`config.mk`:
```
export PLATFORM = sky130hd
export DESIGN_NAME = axis_img_border_gen
export DESIGN_NICKNAME = d
export VERILOG_FILES = /design/src/rtl/axis_img_border_gen.sv
export SDC_FILE = /design/constraint.sdc
export NUM_CORES = 1
export LEC_CHECK = 0
export ABC_AREA = 1
export BUFFER_PORTS_ARGS = -buffer_cell sky130_fd_sc_hd__buf_2
export CAP_MARGIN = 20
export CORE_MARGIN = 10
export CORE_UTILIZATION = 49
export CTS_CLUSTER_DIAMETER = 150
export DETAILED_ROUTE_END_ITERATION = 12
export PLACE_DENSITY = 0.72
export SYNTH_ARGS = -nofsm -noshare
export SYNTH_HDL_FRONTEND = slang
export SYNTH_SLANG_ARGS = --single-unit
```
`constraint.sdc`:
```
create_clock -name axis_aclk -period 1.7 [get_ports axis_aclk]
set_input_delay 0.34 -clock axis_aclk [delete_from_list [all_inputs] [get_ports axis_aclk]]
set_output_delay 0.34 -clock axis_aclk [all_outputs]
set_load 0.05 [all_outputs]
```
`src/rtl/axis_img_border_gen.sv`:
```
// axis_img_border_gen: surrounds each IMG_WIDTH x IMG_HEIGHT AXI4-Stream frame with a
// BORDER-pixel frame on every side. Original pixels carry BYPASS_BIT_MASK; border pixels never do.
// Optional feature macro: AXIS_IMG_BORDER_GEN_REPLICATE_EN (left/right borders replicate the
// nearest edge pixel of the row instead of BORDER_VALUE).
module axis_img_border_gen #(
  parameter int unsigned IMG_WIDTH       = 640,
  parameter int unsigned IMG_HEIGHT      = 480,
  parameter int unsigned BORDER          = 1,
  parameter logic [15:0] BYPASS_BIT_MASK = 16'h4000,
  parameter logic [15:0] BORDER_VALUE    = 16'h0000
) (
  input  logic        axis_aclk,
  input  logic        axis_aresetn,
  input  logic [15:0] s_axis_tdata,
  input  logic        s_axis_tvalid,
  output logic        s_axis_tready,
  input  logic        s_axis_tlast,
  input  logic        s_axis_tuser,
  output logic [15:0] m_axis_tdata,
  output logic        m_axis_tvalid,
  input  logic        m_axis_tready,
  output logic        m_axis_tlast,
  output logic        m_axis_tuser
);

  localparam int unsigned OW = IMG_WIDTH + 2 * BORDER;
  localparam int unsigned OH = IMG_HEIGHT + 2 * BORDER;
  localparam int unsigned CW = $clog2(OW);
  localparam int unsigned RW = $clog2(OH);

  localparam logic [CW-1:0] ColLast      = CW'(OW - 1);
  localparam logic [CW-1:0] ColLeftLast  = CW'(BORDER - 1);
  localparam logic [CW-1:0] ColInnerLast = CW'(BORDER + IMG_WIDTH - 1);
  localparam logic [RW-1:0] RowTopLast   = RW'(BORDER - 1);
  localparam logic [RW-1:0] RowInnerLast = RW'(BORDER + IMG_HEIGHT - 1);
  localparam logic [RW-1:0] RowLast      = RW'(OH - 1);
  localparam logic [15:0]   BorderPix    = BORDER_VALUE & ~BYPASS_BIT_MASK;

  typedef enum logic [2:0] {
    StWaitSof, StTop, StLeft, StInner, StRight, StBottom
  } state_e;

  state_e        state_q;
  logic [CW-1:0] col_q;
  logic [RW-1:0] row_q;
  logic          load;
  logic          avail;
  logic          fire;
  logic          col_end;
  logic [15:0]   pix;

  // Row boundaries come from the parameters, so the input tlast carries no information.
  logic unused_tlast;
  assign unused_tlast = s_axis_tlast;

`ifdef AXIS_IMG_BORDER_GEN_REPLICATE_EN
  logic [15:0] last_q;

  // Remember the last inner pixel of the row for the right-hand border.
  always_ff @(posedge axis_aclk or negedge axis_aresetn) begin
    if (!axis_aresetn) begin
      last_q <= 16'h0000;
    end else if (fire && state_q == StInner && col_q == ColInnerLast) begin
      last_q <= s_axis_tdata;
    end
  end
`endif

  assign load    = ~m_axis_tvalid | m_axis_tready;
  assign fire    = load & avail;
  assign col_end = (col_q == ColLast);

  // Per-state beat availability, input ready and output pixel selection.
  always_comb begin
    avail         = 1'b0;
    s_axis_tready = 1'b0;
    pix           = BorderPix;
    unique case (state_q)
      StWaitSof: s_axis_tready = ~(s_axis_tvalid & s_axis_tuser);
      StTop, StBottom: avail = 1'b1;
      StLeft: begin
`ifdef AXIS_IMG_BORDER_GEN_REPLICATE_EN
        // Peek the first pixel of the row; valid data is held stable until accepted.
        avail = s_axis_tvalid;
        pix   = s_axis_tdata & ~BYPASS_BIT_MASK;
`else
        avail = 1'b1;
`endif
      end
      StInner: begin
        avail         = s_axis_tvalid;
        s_axis_tready = load;
        pix           = s_axis_tdata | BYPASS_BIT_MASK;
      end
      StRight: begin
        avail = 1'b1;
`ifdef AXIS_IMG_BORDER_GEN_REPLICATE_EN
        pix   = last_q & ~BYPASS_BIT_MASK;
`endif
      end
      default: ;
    endcase
  end

  // Frame sequencer, raster counters and registered output beat.
  always_ff @(posedge axis_aclk or negedge axis_aresetn) begin
    if (!axis_aresetn) begin
      state_q       <= StWaitSof;
      col_q         <= '0;
      row_q         <= '0;
      m_axis_tdata  <= 16'h0000;
      m_axis_tvalid <= 1'b0;
      m_axis_tlast  <= 1'b0;
      m_axis_tuser  <= 1'b0;
    end else begin
      if (load) begin
        m_axis_tvalid <= avail;
      end
      if (fire) begin
        m_axis_tdata <= pix;
        m_axis_tlast <= col_end;
        m_axis_tuser <= (col_q == '0) && (row_q == '0);
        col_q        <= col_end ? '0 : col_q + 1'b1;
        if (col_end) begin
          row_q <= (row_q == RowLast) ? '0 : row_q + 1'b1;
        end
      end
      unique case (state_q)
        StWaitSof: if (s_axis_tvalid && s_axis_tuser) state_q <= StTop;
        StTop:     if (fire && col_end && row_q == RowTopLast) state_q <= StLeft;
        StLeft:    if (fire && col_q == ColLeftLast) state_q <= StInner;
        StInner:   if (fire && col_q == ColInnerLast) state_q <= StRight;
        StRight: begin
          if (fire && col_end) state_q <= (row_q == RowInnerLast) ? StBottom : StLeft;
        end
        StBottom:  if (fire && col_end && row_q == RowLast) state_q <= StWaitSof;
        default:   state_q <= StWaitSof;
      endcase
    end
  end

endmodule

```
Word-level counts from Yosys, hierarchy flattened
Cells that the tools add are included.

Register bits: 41. Input bits: 22. Output and inout port bits: 20. Logic and storage cells: 55.

Add/subtract/negate cells: 2. Equal/unequal tests: 15. Multiplexer cells: 13. Bitwise gates (word level): 5. Reduce and logical (&&, ||, !) cells: 13.

Operators by type and width (count): $mux W3 (7); $eq A10 B10 Y1 const B (2); $eq A9 B9 Y1 const B (2); $pmux W3 S6 (1); $mux W16 (1); $ne A2 B2 Y1 const B (6); $add A10 B1 Y10 const B (1); $logic_not A10 Y1 (1); $mux W10 (1); $add A9 B1 Y9 const B (1); $logic_not A9 Y1 (1); $mux W9 (1); $logic_and A1 B1 Y1 (7); $eq A3 B2 Y1 const B (2); $eq A3 B3 Y1 const B (2); $reduce_and A6 Y1 (1); $pmux W1 S2 (2); $reduce_or A4 Y1 (1); $eq A3 B1 Y1 const B (1); $logic_not A3 Y1 (1); $and A1 B1 Y1 (2); $not A1 Y1 (2); $reduce_and A2 Y1 (1); $or A1 B1 Y1 (1).

Logic depth before layout (Yosys ltp)
Gate-level depths: netlist (run 1).

Depth after elaboration: 8. Gate-level depth with buffers: 11. Gate-level depth less buffers: 11.

Worst setup path after synthesis (run 1)
OpenSTA, ideal clock, no wires.

Path type: register -> output. From: reg state_q[2]. To: out s_axis_tready. Arrival time: 2035 ps. Data required time: 1360 ps. Setup slack: -675 ps. Cell stages (with the launch flop): 6. Buffers on the path: 0. Path through: dfrtp_1 -> nor2_2 -> inv_1 -> nor2_2 -> inv_1 -> o21ai_0.

Cells in the longest elaborated chain, start to end: 2. Elaborated cells on any way between the ends: 3. Those cells by class: eq/ne (1); mux (1); reduce/logical (1).

Ends and longest elaborated chain: from (decl) (RTL line 43) `state_e state_q;`; from (signal assigned) (RTL line 108) `state_q <= StWaitSof;`; from (signal assigned) (RTL line 129) `StWaitSof: if (s_axis_tvalid && s_axis_tuser) state_q <= StTop;`; from (signal assigned) (RTL line 130) `StTop: if (fire && col_end && row_q == RowTopLast) state_q <= StLeft;`; $eq A3 B2 Y1 or $logic_not A3 Y1 (tied branches) (RTL line 78) `unique case (state_q)`; $pmux W1 S2 * (RTL line 78); to (decl) (RTL line 16) `output logic s_axis_tready,`.

Mark *: on every way between the ends. The rest lies on a longest branch, timed or not.

Worst setup path in the final report (run 1)
Same ends and word-level chain as after synthesis.

==> flow_summary.yaml, run 1 <==
run_status:
  status: "complete, but fails checks"
  violations: "setup timing"
worst_setup_path:
  critPathArrivalTime_ns: 1.38
  path_class: "flip-flop to primary output"
  crit_path_end_kind: "primary output"
  required_ns: 1.36
  critical_path.cell_chain: "buf_4 > a21oi_1 > nand3_1 > o21ai_2 > buf_6"
  slowest_delay_ns: 0.41
  critPathMaxFanout: 3
  critPathLaunchType: "flip-flop"
  critPathTopFamily: "flip-flops"
  slowest_stage: "dfrtp_1"
  critPathBufInv: 2
floorplanning:
  die_y_um: 86.4
  die_area_mm2: 0.00746
  start_util_pct: 50.2
  fp-row-count: 24
  ios: 42
  die_x_um: 86.4
  core-area_mm2: 0.00429
logic_synthesis:
  synth.distinct_cells: 28
  ys_seq_elements: 41
  avgSynthCellArea_um2: 7.90
  ys_seq_area_share_pct: 47.6
  synth_nets: 301
  synth_warnings: 0
  netlist_area_mm2: 0.00216
  synth_cells: 273
clock_network:
  cts.clk_slew.worst_paths_ns: 0.07
  cts.sinks: 41
  clockBufferDepth: 2
  cts_tree: "built"
  clk_latency_ns: 0.29
  cts_buffers: 5
  cts_root_buffer: "clkbuf_8"
  cts_max_level: 2
placed_design:
  port_buffers: 39
  place.gp.congestion: 0.827
  postPlaceCellArea_mm2: 0.00250
  dp.cells: 371
  dp_hpwl_um: 3580
routing:
  drc: 0
  wl_per_cell_um: 13.0
  final_antenna_net_count: 0
  routed_via_density: 5.09
  dr.pass1.iters: 4
  via_count: 1974
  wirelength_um: 5030
  drt_iter0_drc: 109
run:
  maxCapViolCount: 0
timing:
  setup_ws_ns: -0.0247
  hold_viol_final: 0
  period_needed_ns: 1.72
  drv_slew: 0
  fmax_ghz: 0.580
  relSlewSlack_pct: 67.6
  finalSetupViolCount: 1
  finClkSkew_ns: 0.00864
  period_share_pct: 101
  worst_pin_slew_ns: 0.486
  grt_setup_unrepaired: "yes"
layout:
  final_common_cell: "nand2_1"
  drive_gt1_share_pct: 34.8
  diodes: 0
  area_delta_synth_final_pct: 32.0
  nets: 363
  layout.cells.non_filler: 388
  final_util_pct: 66.3
  final_cell_mix: "nand2_1 (69), dfrtp_1 (41), buf_2 (38), inv_1 (27), o21ai_0 (25)"
  fin_area_mm2: 0.00285
global_route:
  grt_overflow: 0
  grt_pass1_vias: 1880
  grt_pass1_wl_um: 8090
  antenna_found_initial: 0
  grt_max_degree: 24
  grt_usage_pct: 13.1
power:
  power_mw: 4.69
  ir_drop_mv: 0.591
  leakagePower_nw: 1.46
  p_per_area_mw_per_mm2: 1650
worst_hold_path:
  min_path_type: "primary input to asynchronous set/reset pin"
-- path summary, 6_finish.rpt --
| kind | from | endpoint | slack, ns | depth (start not counted) |
|---|---|---|---|---|
| hold reg to reg | m_axis_tdata[0] | m_axis_tdata[0] | 0.48 | 2 |
| max in group asynchronous | axis_aresetn | row_q[6] | 1.21 | 2 |
| hold / removal | axis_aresetn | m_axis_tdata[3] | 0.004 | 1 |
| min in group axis_aclk | s_axis_tdata[0] | m_axis_tdata[0] | 0.30 | 3 |
| setup / recovery | state_q[2] | s_axis_tready | -0.02 | 5 |
| setup reg to reg | col_q[6] | state_q[1] | 0.03 | 10 |
-- metal layers --
metal	global-route usage [%]	up-vias	wire length, um
li1	-	994	-
met1	15.0	925	2320
met2	21.7	50	2300
met3	5.44	5	350
met4	3.98	0	59
met5	0	-	0
-- kinds of logic (layout without fill, tap and decap cells) --
family / Yosys count / in the layout / synth area share [%]
DFF: 41 / 41 / 47.6
AOI/OAI and AO/OA: 39 / 39 / 10.0
buffers and inverters: 40 / 103 / 7.08
and+or+nand+nor: 141 / 141 / 29.4
xor gates and xnor gates: 6 / 6 / 2.44
adders and majority gates: 6 / 6 / 3.48
-- power by group --
group,switching (mW),internal [mW]
Clock,0.315,0.478
Combinational,1.73,0.758
Sequential,0.170,1.24
Total,2.21,2.48
-- layout make-up --
class / count / area, um^2
Fill cell: 357 / 1450
Multi-Input combinational cell: 192 / 1130
Sequential cell: 41 / 1030
Timing Repair Buffer: 60 / 375
Inverter: 35 / 131
Clock buffer: 7 / 86.3
Tap cell: 52 / 65.1
Clock inverter: 1 / 30.0
-- synth_stat cells (all sizes together) --
library cell | number | area, um^2
a21oi | 8 | 51.3
and3 | 1 | 6.26
buf | 1 | 5.00
clkbuf | 4 | 16.3
dfrtp | 41 | 1030
ha | 6 | 75.1
inv | 35 | 131
nand2 | 80 | 310
nand3 | 18 | 100
nand4 | 3 | 18.8
nor2 | 30 | 143
nor3 | 8 | 50.1
o21ai | 29 | 149
o221ai | 1 | 8.76
o31ai | 1 | 7.51
or2 | 1 | 6.26
xnor2 | 2 | 17.5
xor2 | 4 | 35.0
-- state kept, by name, summed over array words and instances, names as in the netlist --
name and cells:
col_q 10, m_axis_tlast 1, state_q 3, m_axis_tuser 1, row_q 9, m_axis_tvalid 1
m_axis_tdata 16
-- repair_timing --
item                       CTS  global route
setup endpoints to repair    4            16
resized for setup            8            39
pin swaps                    1            19
hold buffers                 0             0
buffers inserted             2             7
-- worst register-to-register path, cell delays in order, from the launching register on --
cell	delay [ns]
dfrtp_1	0.40
nor2_2	0.15
nand3_2	0.13
nor2_4	0.21
nand3_4	0.19
nand2_2	0.11
nand2_2	0.07
nor2_4	0.12
nand2_2	0.08
nand2_1	0.07
nand2_1	0.04
-- stage by stage --
| stage | worst slack (ns) | hold slack (ns) | setup TNS (ns) |
|---|---|---|---|
| floorplan | -0.0438 | 0.0444 | -0.381 |
| global placement | 0.0523 | 0.324 | 0 |
| detailed placement | -0.00778 | 0.328 | -0.0154 |
| CTS | -0.00556 | 0.00848 | -0.00556 |
| global route | -0.116 | 0.0303 | -0.565 |
| finish | -0.0247 | 0.00403 | -0.0247 |
No activity file was read; power rests on OpenSTA's default activity.
==> run 2, diff against run 1 <==
--- a/config.mk
+++ b/config.mk
@@ -5,7 +5,6 @@
 export SDC_FILE = /design/constraint.sdc
 export NUM_CORES = 1
 export LEC_CHECK = 0
-export ABC_AREA = 1
 export BUFFER_PORTS_ARGS = -buffer_cell sky130_fd_sc_hd__buf_2
 export CAP_MARGIN = 20
 export CORE_MARGIN = 10
@@ -13,6 +12,7 @@
 export CTS_CLUSTER_DIAMETER = 150
 export DETAILED_ROUTE_END_ITERATION = 12
 export PLACE_DENSITY = 0.72
+export SETUP_SLACK_MARGIN = 0.2
 export SYNTH_ARGS = -nofsm -noshare
 export SYNTH_HDL_FRONTEND = slang
 export SYNTH_SLANG_ARGS = --single-unit
==> flow_summary.yaml, run 2 <==
layout:
  top_regs: "m_axis_tdata: 16 flops, col_q: 10 flops, row_q: 9 flops"
  fill_cells: 233
  largest_register_ffs: 16
  regMostFlops: "m_axis_tdata"
  diodes: 0
  multiInputGateArea_mm2: 0.00127
  final_cell_mix: "buf_4 (45), buf_2 (38), dfrtp_1 (37), buf_6 (16), a22o_1 (15)"
  final_util_pct: 80.3
  drive_gt1_share_pct: 55.6
  layout.cells.non_filler: 354
  area_delta_synth_final_pct: 54.1
  nets: 331
  final_common_cell: "buf_4"
  seq_area_mm2: 0.00103
worst_setup_path:
  required_ns: 1.89
  critPathMaxFanout: 7
  path_class: "flip-flop to flip-flop"
  crit_path_end_kind: "flip-flop"
  critPathLaunchType: "flip-flop"
  reg2reg_slack_ns: -0.04
  worstRegToRegCells: 5
  critPathArrivalTime_ns: 1.93
timing:
  worst_pin_slew_ns: 0.510
  drv_slew: 0
  period_share_pct: 103
  hold_viol_final: 0
  tns_ns: -0.0436
  period_needed_ns: 1.74
  grt_setup_unrepaired: "yes"
  finClkSkew_ns: 0.0112
  finalSetupViolCount: 1
  fmax_ghz: 0.574
  setup_ws_ns: -0.0436
  relSlewSlack_pct: 66.0
floorplanning:
  ios: 42
  core-area_mm2: 0.00412
  start_util_pct: 52.1
  die_area_mm2: 0.00742
  die_x_um: 86.1
  fp-row-count: 23
  die_y_um: 86.1
power:
  ir_drop_mv: 0.795
  p_per_area_mw_per_mm2: 919
  leakagePower_nw: 1.54
  power_mw: 3.04
run_status:
  status: "complete, but fails checks"
  violations: "setup timing"
clock_network:
  cts.sinks: 41
  cts_max_level: 2
  hold_buffers: 0
  cts_root_buffer: "clkbuf_8"
  clk_latency_ns: 0.30
  clockBufferDepth: 2
  cts.clk_slew.worst_paths_ns: 0.08
  cts_buffers: 5
  cts_tree: "built"
logic_synthesis:
  synth_top_area_share_pct: 47.9
  synth-main-ff-cell: "dfrtp_1"
  synth_edf_count: 0
  synth_cells: 204
  yosysTopAreaCell: "dfrtp_1"
  netlist_area_mm2: 0.00214
  avgSynthCellArea_um2: 10.5
  synth.distinct_cells: 51
  synthArstFlopShare_pct: 100
  netlist_top_cells_area: "dfrtp_1 (48%), a22o_1 (6.1%), nand3_1 (4.0%), ha_1 (3.5%), o21ai_0 (3.0%)"
  ys_seq_area_share_pct: 47.9
  ys_seq_elements: 41
  synth_warnings: 0
  yosysMostFrequentCell: "dfrtp_1"
  synth_common_cells: "dfrtp_1 (41), nand3_1 (17), a22o_1 (15)"
  synth_nets: 232
routing:
  highest_layer: "met4"
  dr_wl_met3_um: 222
  drc: 0
  wl_met1_um: 2720
  via_count: 2000
  wl_per_cell_um: 18.6
  drt_iter0_drc: 109
  wirelength_um: 6580
  final_antenna_net_count: 0
  routed_via_density: 5.65
  dr.pass1.iters: 4
  met2_wirelength_um: 3480
global_route:
  grt_pass1_wl_um: 10300
  grt_pass1_vias: 2090
  antenna_found_initial: 0
  grt_max_degree: 42
  grt_usage_pct: 17.2
  grt_overflow: 0
placed_design:
  port_buffers: 39
  pre_cts_slack_ns: -0.00525
  place.gp.congestion: 0.820
  dp_hpwl_um: 3930
  dp.cells: 317
run:
  maxCapViolCount: 0
worst_hold_path:
  min_path_type: "primary input to asynchronous set/reset pin"
==> run 2: changes by cell type after synthesis, sizes merged, moves of 6 or more <==
cell	before	now
o21ai	29	18
nor2	30	11
inv	35	7
and3	1	7
a22o	0	15
a21oi	8	1
buf	1	7
nand2	80	12
==> run 2: cells by family (layout without fill, tap and decap cells) <==
logic type	after synthesis	count (layout)	synth area share, %
AOI/OAI and AO/OA	54	54	18.2
DFF	41	41	47.9
and+or+nand+nor	77	77	22.5
xor gates and xnor gates	8	8	3.27
buffers and inverters	18	118	4.67
adders and majority gates	6	6	3.50
==> run 2: timing repair <==
item                       in CTS  in global routing
pin swaps                      24                 22
buffers inserted               16                 11
setup endpoints to repair      39                 41
cloned                          2                  0
gates resized for setup        45                 31
==> run 2: final cells by class <==
type / instances / share of cell area (%)
well taps: 50 / 1.89
repair buffers: 103 / 24.1
multi-input cells: 145 / 38.5
inverters: 7 / 0.795
clock inverters: 3 / 1.40
flip-flops and latches: 41 / 31.2
clock buffers: 5 / 2.08
==> run 2: worst max-delay path: stages (launching register included) <==
cell and delay [ns]:
dfrtp_1 0.46, nor2_1 0.28, and3b_2 0.29, and3_4 0.25, nand4_1 0.17, xnor2_2 0.18
==> run 2: per-layer routing <==
layer | up-vias | GRT usage [%]
met1 | 988 | 20.4
met5 | - | 0
met2 | 38 | 29.1
met3 | 12 | 5.01
li1 | 962 | -
met4 | 0 | 5.69
==> run 2: worst paths after layout <==
kind                                 start              end
max                               col_q[3]         row_q[4]
min                           axis_aresetn         row_q[8]
max reg2reg                       col_q[3]         row_q[4]
min reg2reg                   m_axis_tlast     m_axis_tlast
max in group asynchronous     axis_aresetn         col_q[0]
min in group axis_aclk     s_axis_tdata[5]  m_axis_tdata[5]
==> run 2: power breakdown <==
part	internal, mW	leakage, nW	switching [mW]	total (mW)
Combinational	0.433	0.975	0.612	1.05
Clock	0.440	0.0543	0.366	0.806
Sequential	1.09	0.507	0.100	1.19
==> run 2: metrics by stage <==
step,cell area [um^2],hold slack [ns]
after global routing,3300,0.113
after detailed placement,2650,0.431
after floorplan,2200,0.0444
final,3300,0.0890
after CTS,3090,0.102
after global placement,2650,0.434
